[src/rtl/adder_16_pkg.sv]
// Shared width constant and result type for the 16-bit ripple adder.
// Imported by the adder top and its bench.
package adder_16_pkg;
    localparam int WIDTH = 16;
    typedef logic [WIDTH-1:0] sum_t;
endpackage

[src/rtl/full_adder.sv]
// One-bit full adder cell.
// The ripple chain in adder_16 is built from these cells.
module full_adder (
    input  logic a,
    input  logic b,
    input  logic ci,
    output logic s,
    output logic co
);
    logic p;

    assign p  = a ^ b;
    assign s  = p ^ ci;
    assign co = (a & b) | (ci & p);
endmodule

[src/rtl/adder_16.sv]
// Ripple-carry adder with combinational and registered sum/carry.
// Define ADDER_16_OVF_EN to add signed-overflow outputs ovf/ovf_r.
module adder_16 #(
    parameter int WIDTH = adder_16_pkg::WIDTH
) (
    input  logic             clk,
    input  logic             rst,
    input  logic [WIDTH-1:0] in1,
    input  logic [WIDTH-1:0] in2,
    input  logic             cin,
    output logic [WIDTH-1:0] sum,
    output logic             cout,
    output logic [WIDTH-1:0] sum_r,
    output logic             cout_r
`ifdef ADDER_16_OVF_EN
    ,
    output logic             ovf,
    output logic             ovf_r
`endif
);
    import adder_16_pkg::*;

    logic [WIDTH:0] c;

    assign c[0] = cin;

    for (genvar i = 0; i < WIDTH; i++) begin : g_bit
        full_adder u_fa (
            .a  (in1[i]),
            .b  (in2[i]),
            .ci (c[i]),
            .s  (sum[i]),
            .co (c[i+1])
        );
    end

    assign cout = c[WIDTH];

    always_ff @(posedge clk or posedge rst) begin
        if (rst) begin
            sum_r  <= '0;
            cout_r <= 1'b0;
        end else begin
            sum_r  <= sum;
            cout_r <= cout;
        end
    end

`ifdef ADDER_16_OVF_EN
    // Signed overflow: carry into the MSB differs from carry out of it.
    assign ovf = c[WIDTH] ^ c[WIDTH-1];

    always_ff @(posedge clk or posedge rst) begin
        if (rst) ovf_r <= 1'b0;
        else     ovf_r <= ovf;
    end
`endif
endmodule

[config.mk]
export PLATFORM = sky130hd
export DESIGN_NAME = adder_16
export DESIGN_NICKNAME = d
export VERILOG_FILES = /design/src/rtl/adder_16_pkg.sv /design/src/rtl/full_adder.sv /design/src/rtl/adder_16.sv
export SDC_FILE = /design/constraint.sdc
export NUM_CORES = 1
export LEC_CHECK = 0
export ABC_AREA = 1
export CAP_MARGIN = 40
export CORE_ASPECT_RATIO = 0.8
export CORE_MARGIN = 4
export CORE_UTILIZATION = 46
export DETAILED_ROUTE_END_ITERATION = 8
export DONT_BUFFER_PORTS = 1
export RECOVER_POWER = 50
export SYNTH_ARGS = -nofsm -noshare
export SYNTH_HDL_FRONTEND = slang
export SYNTH_SLANG_ARGS = --single-unit
[constraint.sdc]
create_clock -name clk -period 9.7 [get_ports clk]
set_clock_uncertainty 0.1 [all_clocks]
set_input_delay 1.455 -clock clk [delete_from_list [all_inputs] [get_ports clk]]
set_output_delay 1.455 -clock clk [all_outputs]
set_load 0.02 [all_outputs]
**Word-level counts from Yosys, hierarchy flattened**

Index checks and enable logic that the tools add are counted.

- Bitwise operators: 80

Operators with widths:

| kind | count |
|---|---|
| bitwise AND 1 bit | 32 |
| XOR 1 bit | 32 |
| OR 1 bit | 16 |

- Register bits after elaboration: 17
- Word-level logic and storage cells: 82
- Output and inout port bits: 34
- Bits of input ports: 35

**Logic depth before layout (Yosys ltp)**

- Depth in word-level cells: 33
- Gate-level depth with buffers: 21
- Gate-level depth less buffers: 20

**Modules after synthesis**

Synthesis repeated with hierarchy kept, for this count alone.

- Cell total of the unflattened synthesis: 34
- Area total of the unflattened synthesis: 749.5 µm²

Modules (own cells, without submodules):

| module | cells each | area each (µm²) | instances |
|---|---|---|---|
| adder_16 | 18 | 429.2 | 1 |
| full_adder | 1 | 20.0 | 16 |

**Worst setup path after synthesis**

No wires, ideal clock.

- Path type: input to output
- Start point: input in1[0]
- End point: output sum[15]
- Stages on the path: 21
- Arrival: 7.665 ns
- Data required time: 8.145 ns
- Slack: 0.480 ns
- Path buffers: 1
- Cell sequence: fa_1 -> fa_1 -> fa_1 -> fa_1 -> fa_1 -> fa_1 -> fa_1 -> fa_1 -> fa_1 -> inv_1 -> fa_1 -> inv_1 -> fa_1 -> fa_1 -> fa_1 -> fa_1 -> fa_1 -> inv_1 -> fa_1 -> inv_1 -> buf_4

- Word-level cells in the longest chain between the ends: 32
- Elaborated cells on any way between the ends: 33
- Those cells by class: bitwise: 33

RTL lines:

| item | line | RTL |
|---|---|---|
| start: declaration | adder_16.sv:8 | `input logic [WIDTH-1:0] in1,` |
| XOR 1 bit | full_adder.sv:12 | `assign p = a ^ b;` |
| bitwise AND 1 bit | full_adder.sv:14 | `assign co = (a & b) \| (ci & p);` |
| OR 1 bit (*) | full_adder.sv:14 |  |
| bitwise AND 1 bit (*) | full_adder.sv:14 |  |
| OR 1 bit (*) | full_adder.sv:14 |  |
| bitwise AND 1 bit (*) | full_adder.sv:14 |  |
| OR 1 bit (*) | full_adder.sv:14 |  |
| bitwise AND 1 bit (*) | full_adder.sv:14 |  |
| [... 16 more ...] | -- |  |
| OR 1 bit (*) | full_adder.sv:14 |  |
| bitwise AND 1 bit (*) | full_adder.sv:14 |  |
| OR 1 bit (*) | full_adder.sv:14 |  |
| bitwise AND 1 bit (*) | full_adder.sv:14 |  |
| OR 1 bit (*) | full_adder.sv:14 |  |
| bitwise AND 1 bit (*) | full_adder.sv:14 |  |
| OR 1 bit (*) | full_adder.sv:14 |  |
| XOR 1 bit (*) | full_adder.sv:13 | `assign s = p ^ ci;` |
| end: declaration | adder_16.sv:11 | `output logic [WIDTH-1:0] sum,` |

Every way passes the cells marked *; elsewhere a longest branch is shown, timed or not.

**Final worst setup path**

Ends and elaborated chain as after synthesis.

==> impl_metrics.py <==
metrics = {
    "synthesis": {
        "ys.flop_type": "dfrtp_1",
        "synthTopCellsByArea": "dfrtp_1 47%, fa_1 35%, buf_4 13%",
        "ys_seq_area_share_pct": 46.9,
        "async_flop_share_pct": 100,
        "syn_inst": 60,
        "netlist_area_sq_um": 907,
        "synthTopCellsByCount": "17 x dfrtp_1, 16 x buf_4, 16 x fa_1, 11 x inv_1",
        "yosysMostFrequentCell": "dfrtp_1",
        "yosysTopAreaCellShare_pct": 46.9,
        "synth-seq-cells": 17,
        "yosysTopAreaCell": "dfrtp_1",
        "synthDistinctLibCells": 4,
        "synth-edff-count": 0,
        "yosys_warnings": 0,
        "synthesis.area_per_instance_sq_um": 15.1,
        "syn_nets": 111,
    },
    "finish": {
        "fin_nets": 100,
        "areaGrowthSynthToFinish_pct": -7.03,
        "stdcell_area_sq_um": 843,
        "fill_cells": 168,
        "drive_gt1_share_pct": 6.25,
        "diodes": 0,
    },
    "clock_network": {
        "clockBufferDepth": 2,
        "cts.root.buffer_cell": "clkbuf_4",
        "post_cts_buffers": 0,
        "path_clk_slew_ps": 90,
        "cts_buffers": 3,
        "htreeDepth": 1,
        "cts.sinks": 17,
        "post_cts_resized": 0,
        "hold_buffers": 0,
        "cts_tree": "done",
    },
    "timing": {
        "setup_viol": 0,
        "finalCriticalPeriod_ps": 9440,
        "setup_tns_ps": 0,
        "drv_slew": 0,
        "tightest_slew_ps": 595,
        "hold_violations": 0,
        "rsz0062_at_grt": "false",
        "slew_headroom_pct": 60.3,
        "finalCritPeriodShare_pct": 97.4,
        "fmax_ghz": 0.106,
    },
    "power_and_ir_drop": {
        "fin_total_pwr_w": 0.000190,
        "cellLeakagePower_nw": 0.388,
        "irDropWorstVdd_uv": 78.5,
        "power_density_nw_per_um2": 225,
    },
    "critical_path": {
        "crit_type": "in -> out",
        "cpMaxStageDelayCell": "fa_1",
        "cp_cell_sequence": "fa_1 -> fa_1 -> fa_1 -> fa_1 -> fa_1 -> fa_1 -> fa_1 -> fa_1 -> fa_1 -> inv_1 -> fa_1 -> inv_1 -> fa_1 -> fa_1 -> fa_1 -> fa_1 -> fa_1 -> inv_1 -> fa_1 -> inv_1",
        "cp_common_cell": "fa_1",
        "path_buf_inv": 4,
        "crit_path_end_kind": "output pin",
        "cpLargestDelayFamily": "adder cells",
        "crit_cells": 20,
        "cp-start-kind": "input port",
        "worstPathArrival_ps": 7890,
        "max_stage_delay_ps": 420,
        "cp.required_ps": 8150,
        "cp_max_fo": 2,
    },
    "routing": {
        "wl_per_cell_microns": 20.6,
        "drt-initial-drc-count": 0,
        "postRouteAntennaNets": 0,
        "wl_met3_microns": 257,
        "top_layer_used": "met3",
        "met2_length_microns": 768,
        "viasPerCell": 4.81,
        "vias": 346,
        "routed_wl_mm": 1.48,
        "drtPass1Iterations": 1,
        "drt-met1-wl_microns": 455,
        "route.detailed.drc": 0,
    },
    "place": {
        "place_congestion": 0.629,
        "hpwlAfterDp_mm": 1.39,
        "port_buffers": 0,
        "placed_area_sq_um": 817,
    },
    "global_routing": {
        "antenna_found_initial": 0,
        "gr-total-overflow": 0,
        "grt_max_degree": 18,
        "grt_usage_pct": 10.6,
        "grt_first_pass_wirelength_mm": 2.06,
        "grt_pass1_vias": 405,
    },
    "job": {
        "cap_violations": 0,
    },
    "die": {
        "start_util_pct": 48.4,
        "dieArea_sq_um": 2750,
        "core_sq_um": 1870,
        "rows": 14,
        "die_x_microns": 57.7,
        "die_h_microns": 47.7,
        "ioPinCount": 69,
    },
    "hold_path": {
        "hold_path.class": "in -> async",
    },
    "status": {
        "outcome": "finished, final reports clean",
    },
}
area by class of cell:
class                      count  area (sq um)  share of cell area [%]
multi-input combinational     16           320                    38.0
sequential                    17           425                    50.4
tap                           24          30.0                    3.56
inverter                      11          41.3                    4.90
clock buffer                   4          26.3                    3.12
cell usage in the layout, fill, tap and decap left out:
master	count
dfrtp_1	17
clkbuf_1	1
inv_1	11
fa_1	16
clkbuf_4	3
final timing paths:
check	from	endpoint	slack, ps
max in group asynchronous	rst	sum_r[0]	8090
setup / recovery	in1[0]	sum[15]	260
min in group clk	in2[8]	sum_r[8]	1430
hold / removal	rst	cout_r	1020
metrics by stage:
| stage | hold slack [ps] | cells | setup WS (ps) | util [%] |
|---|---|---|---|---|
| after floorplan | 1280 | 60 | 480 | - |
| after global placement | 1340 | 68 | 326 | 43.6 |
| after detailed placement | 1340 | 68 | 219 | 43.6 |
| after CTS | 1040 | 72 | 217 | 45.0 |
| after global routing | 1080 | 72 | 40.5 | 45.0 |
| final | 1020 | 72 | 257 | 45.0 |
metal layers:
| metal | vias up | global-route usage, % |
|---|---|---|
| met1 | 174 | 10.9 |
| met2 | 42 | 18.0 |
| met4 | 0 | 5.56 |
| li1 | 130 | - |
| met5 | - | 0 |
| met3 | 0 | 5.93 |
report_power, final:
group | internal [W] | total (W) | switching (W)
sequential | 0.0000844 | 0.000108 | 0.0000234
clock | 0.0000159 | 0.0000351 | 0.0000192
combinational | 0.0000149 | 0.0000472 | 0.0000323
sequential cells by signal, summed over array words and instances, names as in the netlist:
register  count
sum_r        16
cout_r        1
cells by family after synthesis:
group | count (synthesis) | synth area share, %
adder cells (fa/ha/maj) | 16 | 35.3
flip-flops | 17 | 46.9
buffers and inverters | 27 | 17.8
(Power assumes the default switching activity.)
